`config.mk`:
```
export PLATFORM = sky130hd
export DESIGN_NAME = regout_sched
export DESIGN_NICKNAME = d
export VERILOG_FILES = /design/src/rtl/regout_sched_pkg.sv /design/src/rtl/regout_gap_tmr.sv /design/src/rtl/regout_sched.sv
export SDC_FILE = /design/constraint.sdc
export NUM_CORES = 1
export LEC_CHECK = 0
export CAP_MARGIN = 20
export CORE_AREA = 2 2 79 81
export DETAILED_ROUTE_END_ITERATION = 16
export DIE_AREA = 0 0 81 83
export GPL_TIMING_DRIVEN = 0
export SKIP_LAST_GASP = 1
export SYNTH_ARGS = -nofsm -noshare
export SYNTH_HDL_FRONTEND = slang
export SYNTH_SLANG_ARGS = --single-unit
```
`constraint.sdc`:
```
create_clock -name SYS_CLK -period 2.5 [get_ports SYS_CLK]
set_input_delay 0.5 -clock SYS_CLK [delete_from_list [all_inputs] [get_ports SYS_CLK]]
set_output_delay 0.5 -clock SYS_CLK [all_outputs]
set_load 0.03 [all_outputs]
```
`src/rtl/regout_sched_pkg.sv`:
```
// Shared constants and state encoding for the reg_out strobe sequencer.
package regout_sched_pkg;

  localparam int LANES  = 8;
  localparam int LANE_W = 3;
  localparam int NGRP_W = 8;
  localparam int GAP_W  = 4;

  localparam logic [LANE_W-1:0] LANE_LAST = LANE_W'(LANES - 1);

  typedef enum logic [2:0] {
    IDLE,
    ARM,
    GAP,
    DONE,
    FLUSH
  } state_t;

endpackage

```
`src/rtl/regout_gap_tmr.sv`:
```
// Loadable down-counter that paces the idle cycles between reg_out strobes.
module regout_gap_tmr #(
  parameter int W = 4
) (
  input  logic         clk,
  input  logic         rst_n,
  input  logic         load,
  input  logic [W-1:0] load_val,
  input  logic         dec,
  output logic [W-1:0] count,
  output logic         expired
);

  always_ff @(posedge clk or negedge rst_n) begin
    if (!rst_n) begin
      count <= '0;
    end else if (load) begin
      count <= load_val;
    end else if (dec && count != '0) begin
      count <= count - W'(1);
    end
  end

  // Expiry at one lets the FSM return to ARM so exactly load_val idle cycles pass.
  assign expired = (count <= W'(1));

endmodule

```
`src/rtl/regout_sched.sv`:
```
// reg_out strobe sequencer for the input-buffer 8:1 mux path.
// Define REGOUT_SCHED_FLUSH_EN to flush a partial group on abort.
module regout_sched (
  input  logic                               SYS_CLK,
  input  logic                               SYS_NRST,
  input  logic                               start_i,
  input  logic [regout_sched_pkg::NGRP_W-1:0] num_grp_i,
  input  logic [regout_sched_pkg::GAP_W-1:0]  gap_i,
  input  logic                               abort_i,
  input  logic                               src_valid_i,
  input  logic                               dst_ready_i,
  output logic                               reg_out_o,
  output logic [regout_sched_pkg::LANE_W-1:0] lane_o,
  output logic                               grp_done_o,
  output logic [regout_sched_pkg::NGRP_W-1:0] grp_cnt_o,
  output logic                               busy_o,
  output logic                               done_o,
  output logic                               flush_o
);

  import regout_sched_pkg::*;

  state_t              state_q, state_d;
  logic [LANE_W-1:0]   lane_q;
  logic [NGRP_W-1:0]   grp_cnt_q;
  logic [NGRP_W-1:0]   num_grp_q;
  logic [GAP_W-1:0]    gap_q;
  logic [GAP_W-1:0]    tmr_count;
  logic                tmr_load;
  logic                tmr_dec;
  logic                tmr_expired;
  logic                go;
  logic                wrap;
  logic                last_grp;
  logic                latch;
  logic                strobe;
  logic                grp_done;
  logic                done;
  logic                flush;
  state_t              abort_dest;

  // dst_ready only gates the first lane of a group; src_valid gates every lane.
  assign go       = src_valid_i && (lane_q != '0 || dst_ready_i);
  assign wrap     = (lane_q == LANE_LAST);
  assign last_grp = ({1'b0, grp_cnt_q} + (NGRP_W+1)'(1)) == {1'b0, num_grp_q};

`ifdef REGOUT_SCHED_FLUSH_EN
  assign abort_dest = (lane_q != '0) ? FLUSH : IDLE;
`else
  assign abort_dest = IDLE;
`endif

  always_comb begin
    state_d  = state_q;
    latch    = 1'b0;
    strobe   = 1'b0;
    grp_done = 1'b0;
    done     = 1'b0;
    flush    = 1'b0;
    tmr_load = 1'b0;
    tmr_dec  = 1'b0;
    case (state_q)
      IDLE: begin
        if (start_i) begin
          latch   = 1'b1;
          state_d = (num_grp_i == '0) ? DONE : ARM;
        end
      end
      ARM: begin
        if (abort_i) begin
          state_d = abort_dest;
        end else if (go) begin
          strobe   = 1'b1;
          grp_done = wrap;
          if (wrap && last_grp) begin
            state_d = DONE;
          end else if (gap_q != '0) begin
            state_d  = GAP;
            tmr_load = 1'b1;
          end
        end
      end
      GAP: begin
        if (abort_i) begin
          state_d = abort_dest;
        end else begin
          tmr_dec = 1'b1;
          if (tmr_expired) state_d = ARM;
        end
      end
      DONE: begin
        if (abort_i) begin
          state_d = abort_dest;
        end else begin
          done    = 1'b1;
          state_d = IDLE;
        end
      end
`ifdef REGOUT_SCHED_FLUSH_EN
      // Flush walks the external counter back to lane 0 without loading the matrix.
      FLUSH: begin
        strobe = 1'b1;
        flush  = 1'b1;
        if (wrap) state_d = IDLE;
      end
`endif
      default: state_d = IDLE;
    endcase
  end

  always_ff @(posedge SYS_CLK or negedge SYS_NRST) begin
    if (!SYS_NRST) begin
      state_q   <= IDLE;
      lane_q    <= '0;
      grp_cnt_q <= '0;
      num_grp_q <= '0;
      gap_q     <= '0;
    end else begin
      state_q <= state_d;
      if (strobe) lane_q <= lane_q + LANE_W'(1);
      if (latch) begin
        num_grp_q <= num_grp_i;
        gap_q     <= gap_i;
        grp_cnt_q <= '0;
      end else if (grp_done) begin
        grp_cnt_q <= grp_cnt_q + NGRP_W'(1);
      end
    end
  end

  regout_gap_tmr #(
    .W(GAP_W)
  ) u_gap_tmr (
    .clk      (SYS_CLK),
    .rst_n    (SYS_NRST),
    .load     (tmr_load),
    .load_val (gap_q),
    .dec      (tmr_dec),
    .count    (tmr_count),
    .expired  (tmr_expired)
  );

  assign reg_out_o  = strobe;
  assign lane_o     = lane_q;
  assign grp_done_o = grp_done;
  assign grp_cnt_o  = grp_cnt_q;
  assign busy_o     = (state_q != IDLE);
  assign done_o     = done;
`ifdef REGOUT_SCHED_FLUSH_EN
  assign flush_o    = flush;
`else
  assign flush_o    = 1'b0;
`endif

endmodule

```
==> metrics.cfg, run 1 <==
[outcome]
status=complete, no violations

[min_path]
hold_path_class=reg2reg
hold_end=num_grp_q[5]$_DFFE_PN0P_
min_path_cells=1
holdCritStartpoint=num_grp_q[5]$_DFFE_PN0P_

[place]
place_area_mm2=0.002097
dp_cells=267
hpwl_um=2834
place.gp.congestion=0.7849
pre_cts_slack_ns=-0.7322
port_buffers=32

[worst_setup_path]
cp_max_fo=8
r2r_end=u_gap_tmr.count[0]$_DFFE_PN0P_
startpoint_type=primary input
crit_chain=dlygate4sd2_1, nor3b_4, o311a_1, buf_4, nand2_1, inv_2, buf_4
r2r_cells=7
critPathBufInv=4
slowest_stage=dlygate4sd2_1
criticalPathCategory=in2out
cp_data_required_time_ns=2.00
ff2ff_setup_slack_ns=0.18
reg2reg_from=grp_cnt_o[0]$_DFFE_PN0P_
worstPathArrival_ns=1.84
crit_family=buffers and inverters
crit_path_end_kind=output pin
crit_top_cell=buf_4
max_stage_delay_ns=0.29

[floorplan]
coreArea_mm2=0.005816
pin_count=34
initial_core_util_pct=28.46
rows=28
die_area_mm2=0.006723
fp.dieH_um=83
die_x_um=81

[layout]
area_growth_pct=32.28
final_layout_size_suffix_gt1_share_pct=19.60
nNetsFinal=223
diodes=0
finish.instance_area_mm2=0.002190
fillers=616
final-instance-count-excl-fill=274
fin_util_pct=37.65

[synthesis]
yosys.area.top_type=dfrtp_1
synth_top_cell_area_share_pct=43.84
async_flop_share_pct=100.0
syn_avg_cell_area_um2=10.41
ys_seq_area_share_pct=43.84
synth_cell_types=39
syn_inst=159
ys.flop_type=dfrtp_1
ys_warn_count=0
syn-cell-area_mm2=0.001655
synth_seq_cells=29
ys_top_cells_by_area=dfrtp_1 44%, mux2_2 11%, ha_1 4.5%, xor2_1 4.2%, xnor2_1 3.7%
syn_nets=183
synth_edf_count=0

[route]
drt-initial-drc-count=82
drt-vias-per-instance=4.861
drt-pass1-iter-count=5
wl_um=3667
drc=0
ant_nets=0
wl_per_cell_um=13.38
vias=1332

[timing]
holdWs_ns=0.5283
final_max_slew_viol_count=0
hold_viol_final=0
slew_headroom_pct=49.47
worst_pin_slew_ns=0.7556
skew_ns=0.005990
rsz0062_at_grt=no
layout_setup_ws_ns=0.1633
fin_tns_setup_ns=0
min_period_over_period_pct=93.47
finalSetupViolations=0
max_freq_mhz=428.0
post-route-min-period_ns=2.337

[power]
vdd_ir_drop_max_uv=381.3
powerDensity_mw_per_mm2=913.5
total_leakage_power_nw=0.9356
total_power_mw=2.000

[global_routing]
grt_overflow=0
antenna_found_initial=0
grt_pass1_vias=1296
grt_pass1_wl_um=6299
track_usage_pct=11.87
grt_max_degree=17

[clocking]
path_clk_slew_ns=0.06
cts_tree=yes
htreeDepth=2
post_cts_buffers=0
root_buffer=clkbuf_8
clk_latency_ns=0.28
cts_made_buffers=5
cts.path.max_buffers=2
cts_sinks=29

[job]
max_cap_viol_count=0

how the worst max path moves through the flow:
stage / startpoint / to / slack, ns / cells past startpoint
detailed placement: abort_i / grp_done_o / -0.73 / 7
floorplan: grp_cnt_o[0]$_DFFE_PN0P_ / u_gap_tmr.count[0]$_DFFE_PN0P_ / 0.26 / 7
global route: grp_cnt_o[0]$_DFFE_PN0P_ / u_gap_tmr.count[0]$_DFFE_PN0P_ / 0.04 / 7
finish: abort_i / grp_done_o / 0.16 / 7
global placement: abort_i / grp_done_o / -0.72 / 7
CTS: grp_cnt_o[0]$_DFFE_PN0P_ / u_gap_tmr.count[0]$_DFFE_PN0P_ / 0.15 / 7
power breakdown:
| group | total (mW) | switching (mW) | leakage, nW | internal, mW |
|---|---|---|---|---|
| logic | 0.801 | 0.376 | 0.529 | 0.425 |
| clock network | 0.386 | 0.168 | 0.0443 | 0.218 |
| registers | 0.812 | 0.167 | 0.362 | 0.645 |
| total | 2.00 | 0.712 | 0.936 | 1.29 |
cells in the mapped netlist (4+ instances only):
| master | count |
|---|---|
| dfrtp_1 | 29 |
| nand3_1 | 4 |
| nor4_1 | 4 |
| ha_1 | 6 |
| mux2_2 | 16 |
| inv_1 | 9 |
| o21ai_0 | 12 |
| xnor2_1 | 7 |
| nand2_1 | 10 |
| o31ai_1 | 4 |
| xor2_1 | 8 |
| nor2_1 | 9 |
layout by cell type (no fill, tap or decap), types with 3 or more instances in the layout:
cell type and n:
buf_4 3, clkbuf_8 6, dfrtp_1 29, nand3_1 4
xor2_1 8, a31oi_1 3, mux2_2 16, inv_1 8
clkdlybuf4s50_1 29, a21oi_1 3, xnor2_1 7, o31ai_1 4
o21ai_0 12, nor2_1 9, nand2_1 10, and3_1 3
nor4_1 4, ha_1 5
layer usage:
metal / vias up / global-route usage, % / part of all wire (%)
met5: - / 0 / 0
met4: 0 / 5.393 / 1.9
met3: 8 / 2.717 / 3.3
met2: 26 / 17.51 / 47
met1: 652 / 16.33 / 48
li1: 646 / - / -
area by class of cell:
cell class,count,area (um2),share of cell area [%]
inverter,9,33.78,1.543
tap,75,93.84,4.286
sequential,29,725.7,33.14
multi-input combinational,115,867.1,39.60
timing repair buffer,33,342.8,15.66
clock buffer,7,86.33,3.943
buffer,6,40.04,1.829
flip-flops by register name, summed over array words and instances, names as in the netlist:
register         cells
u_gap_tmr.count      4
gap_q                4
grp_cnt_o            8
num_grp_q            8
state_q              2
lane_o               3
kinds of logic after synthesis:
group	after synthesis	share of synthesized area [%]
AOI/OAI and AO/OA	33	13.30
xor gates and xnor gates	15	7.937
adders and majority gates	6	4.535
buffers and inverters	15	4.308
DFF	29	43.84
muxes	16	10.88
other	1	0.2265
and+or+nand+nor	44	14.96
what timing repair did:
action / CTS / global route
pin swaps: 1 / 0
endpoints found under the setup margin: 2 / 3
hold buffers: 0 / 0
resized for setup: 11 / 1
(Power assumes the default switching activity.)
==> inputs of run 2 (changes only) <==
Clock period 2.5 ns to 2 ns, I/O delays scaled along.
==> run 2 against run 1 <==
- the run now ends with setup timing left
- largest cell class unchanged
- clock-buffer cell count up 1
- clock power up 30%
- global-route usage grew 0.55 points
==> metrics.cfg, run 2 (synthesis results as in run 1) <==
[outcome]
status=complete, but fails checks
violations=setup timing

[clocking]
cts_sinks=29  ; unchanged
path_clk_slew_ns=0.06  ; about the same
cts_tree=yes
cts_hold_buf=0  ; unchanged
root_buffer=clkbuf_8
clk_latency_ns=0.29  ; about the same
cts_made_buffers=5  ; unchanged
htreeDepth=2  ; unchanged
cts.path.max_buffers=2  ; unchanged

[layout]
area_growth_pct=44.60
fin_util_pct=41.16  ; +3.5 points
regArea_um2=733.2  ; +1.0%
fillers=595  ; -3.4%
nNetsFinal=232  ; +4.0%
final_cell_mix=27 x clkdlybuf4s50_1, 23 x dfrtp_1, 13 x mux2_2
diodes=0  ; unchanged
final_layout_size_suffix_gt1_share_pct=32.54  ; +13 points
finish.instance_area_mm2=0.002394  ; +9.3%
multi_input_area_um2=972.2  ; +12%
final_common_cell=clkdlybuf4s50_1
final-instance-count-excl-fill=284  ; +3.6%

[timing]
finalSetupViolations=6  ; +6
max_freq_mhz=463.9
hold_viol_final=0  ; unchanged
worst_pin_slew_ns=0.8416  ; +0.08605 ns
slew_headroom_pct=43.71  ; -5.8 points
post-route-min-period_ns=2.156
layout_setup_ws_ns=-0.1556  ; -0.3189 ns
min_period_over_period_pct=107.8
rsz0062_at_grt=yes
holdWs_ns=0.5244  ; -0.003904 ns
skew_ns=0.007439  ; +0.001449 ns
final_max_slew_viol_count=0  ; unchanged

[floorplan]
die_area_mm2=0.006723  ; unchanged
initial_core_util_pct=28.46  ; unchanged
rows=28  ; unchanged
pin_count=34  ; unchanged
coreArea_mm2=0.005816  ; unchanged
die_x_um=81  ; unchanged
fp.dieH_um=83  ; unchanged

[place]
dp_cells=267  ; unchanged
place_area_mm2=0.002120  ; +1.1%
hpwl_um=2854  ; +0.70%
port_buffers=32  ; unchanged
pre_cts_slack_ns=-1.019  ; -0.2866 ns
place.gp.congestion=0.8625  ; +9.9%

[route]
drt-vias-per-instance=4.817  ; -0.91%
drt-initial-drc-count=117  ; +43%
drc=0  ; unchanged
wl_um=3818  ; +4.1%
vias=1368  ; +2.7%
wl_per_cell_um=13.44  ; +0.45%
ant_nets=0  ; unchanged
drt-pass1-iter-count=4  ; -1

[job]
max_cap_viol_count=0  ; unchanged

[min_path]
min_path_cells=1  ; unchanged
holdCritStartpoint=num_grp_q[0]$_DFFE_PN0P_
hold_path_class=reg2reg

[worst_setup_path]
crit_path_end_kind=flip-flop
cp_max_fo=5  ; -3
startpoint_type=flip-flop
r2r_cells=7  ; unchanged
cp-startpoint=grp_cnt_o[0]$_DFFE_PN0P_
criticalPathCategory=reg2reg
reg2reg_from=grp_cnt_o[0]$_DFFE_PN0P_
worstPathArrival_ns=2.33  ; +0.49 ns
cp_data_required_time_ns=2.18  ; +0.18 ns

[power]
vdd_ir_drop_max_uv=797.7  ; +110%
total_leakage_power_nw=1.038  ; +11%
powerDensity_mw_per_mm2=1138  ; +25%

[global_routing]
grt_overflow=0  ; unchanged
grt_pass1_vias=1338  ; +3.2%
grt_max_degree=19  ; +2
grt_pass1_wl_um=6389  ; +1.4%
track_usage_pct=12.42  ; +0.55 points
antenna_found_initial=0  ; unchanged

[run 2: report_power, final]
part / total [mW] / switching [mW] / leakage [nW] / internal, mW
Clock: 0.501 / 0.221 / 0.0455 / 0.280
Combinational: 1.20 / 0.537 / 0.640 / 0.659
Sequential: 1.03 / 0.218 / 0.353 / 0.809
[run 2: cell type report]
type / instances / area share, %
multi-input cells: 115 / 40.62
flip-flops and latches: 29 / 30.63
repair buffers: 42 / 17.62
well taps: 75 / 3.921
clock buffers: 8 / 3.764
plain buffers: 6 / 1.934
inverters: 9 / 1.516
[run 2: per-layer routing]
metal | share of wire (%) | track usage (%) | vias up
li1 | - | - | 677
met1 | 48 | 15.98 | 644
met2 | 44 | 18.26 | 38
met3 | 4.7 | 3.804 | 9
met4 | 2.9 | 6.934 | 0
met5 | 0 | 0 | -
[run 2: stage by stage]
stage                     TNS (ns)  total power, mW
after floorplan           -0.04657            1.748
after global routing        -1.145            2.924
after detailed placement    -7.786            2.065
after global placement      -8.781            2.039
final                      -0.6676            2.724
after CTS                  -0.7218            2.645
[run 2: path summary, 6_finish.rpt]
kind | endpoint | slack, ns
worst max-delay path | u_gap_tmr.count[3]$_DFFE_PN0P_ | -0.16
worst min-delay path | num_grp_q[0]$_DFFE_PN0P_ | 0.52
worst max register to register | u_gap_tmr.count[3]$_DFFE_PN0P_ | -0.16
worst min register to register | num_grp_q[0]$_DFFE_PN0P_ | 0.52
max in group asynchronous | grp_cnt_o[4]$_DFFE_PN0P_ | 0.82
min in group asynchronous | state_q[1]$_DFFE_PN0P_ | 0.59
[run 2: what timing repair did]
action | CTS | global route
cloned | 0 | 0
setup buffers | 4 | 5
pin swaps | 5 | 2
gates resized for setup | 23 | 19
endpoints found under the setup margin | 14 | 11
[run 2: worst max-delay path, cell delays in order (launching register included)]
cell	delay (ns)
dfrtp_2	0.45
ha_4	0.30
xnor2_2	0.11
nand3_2	0.11
nor4b_4	0.23
nand4_1	0.24
nand3b_1	0.29
mux2_4	0.32
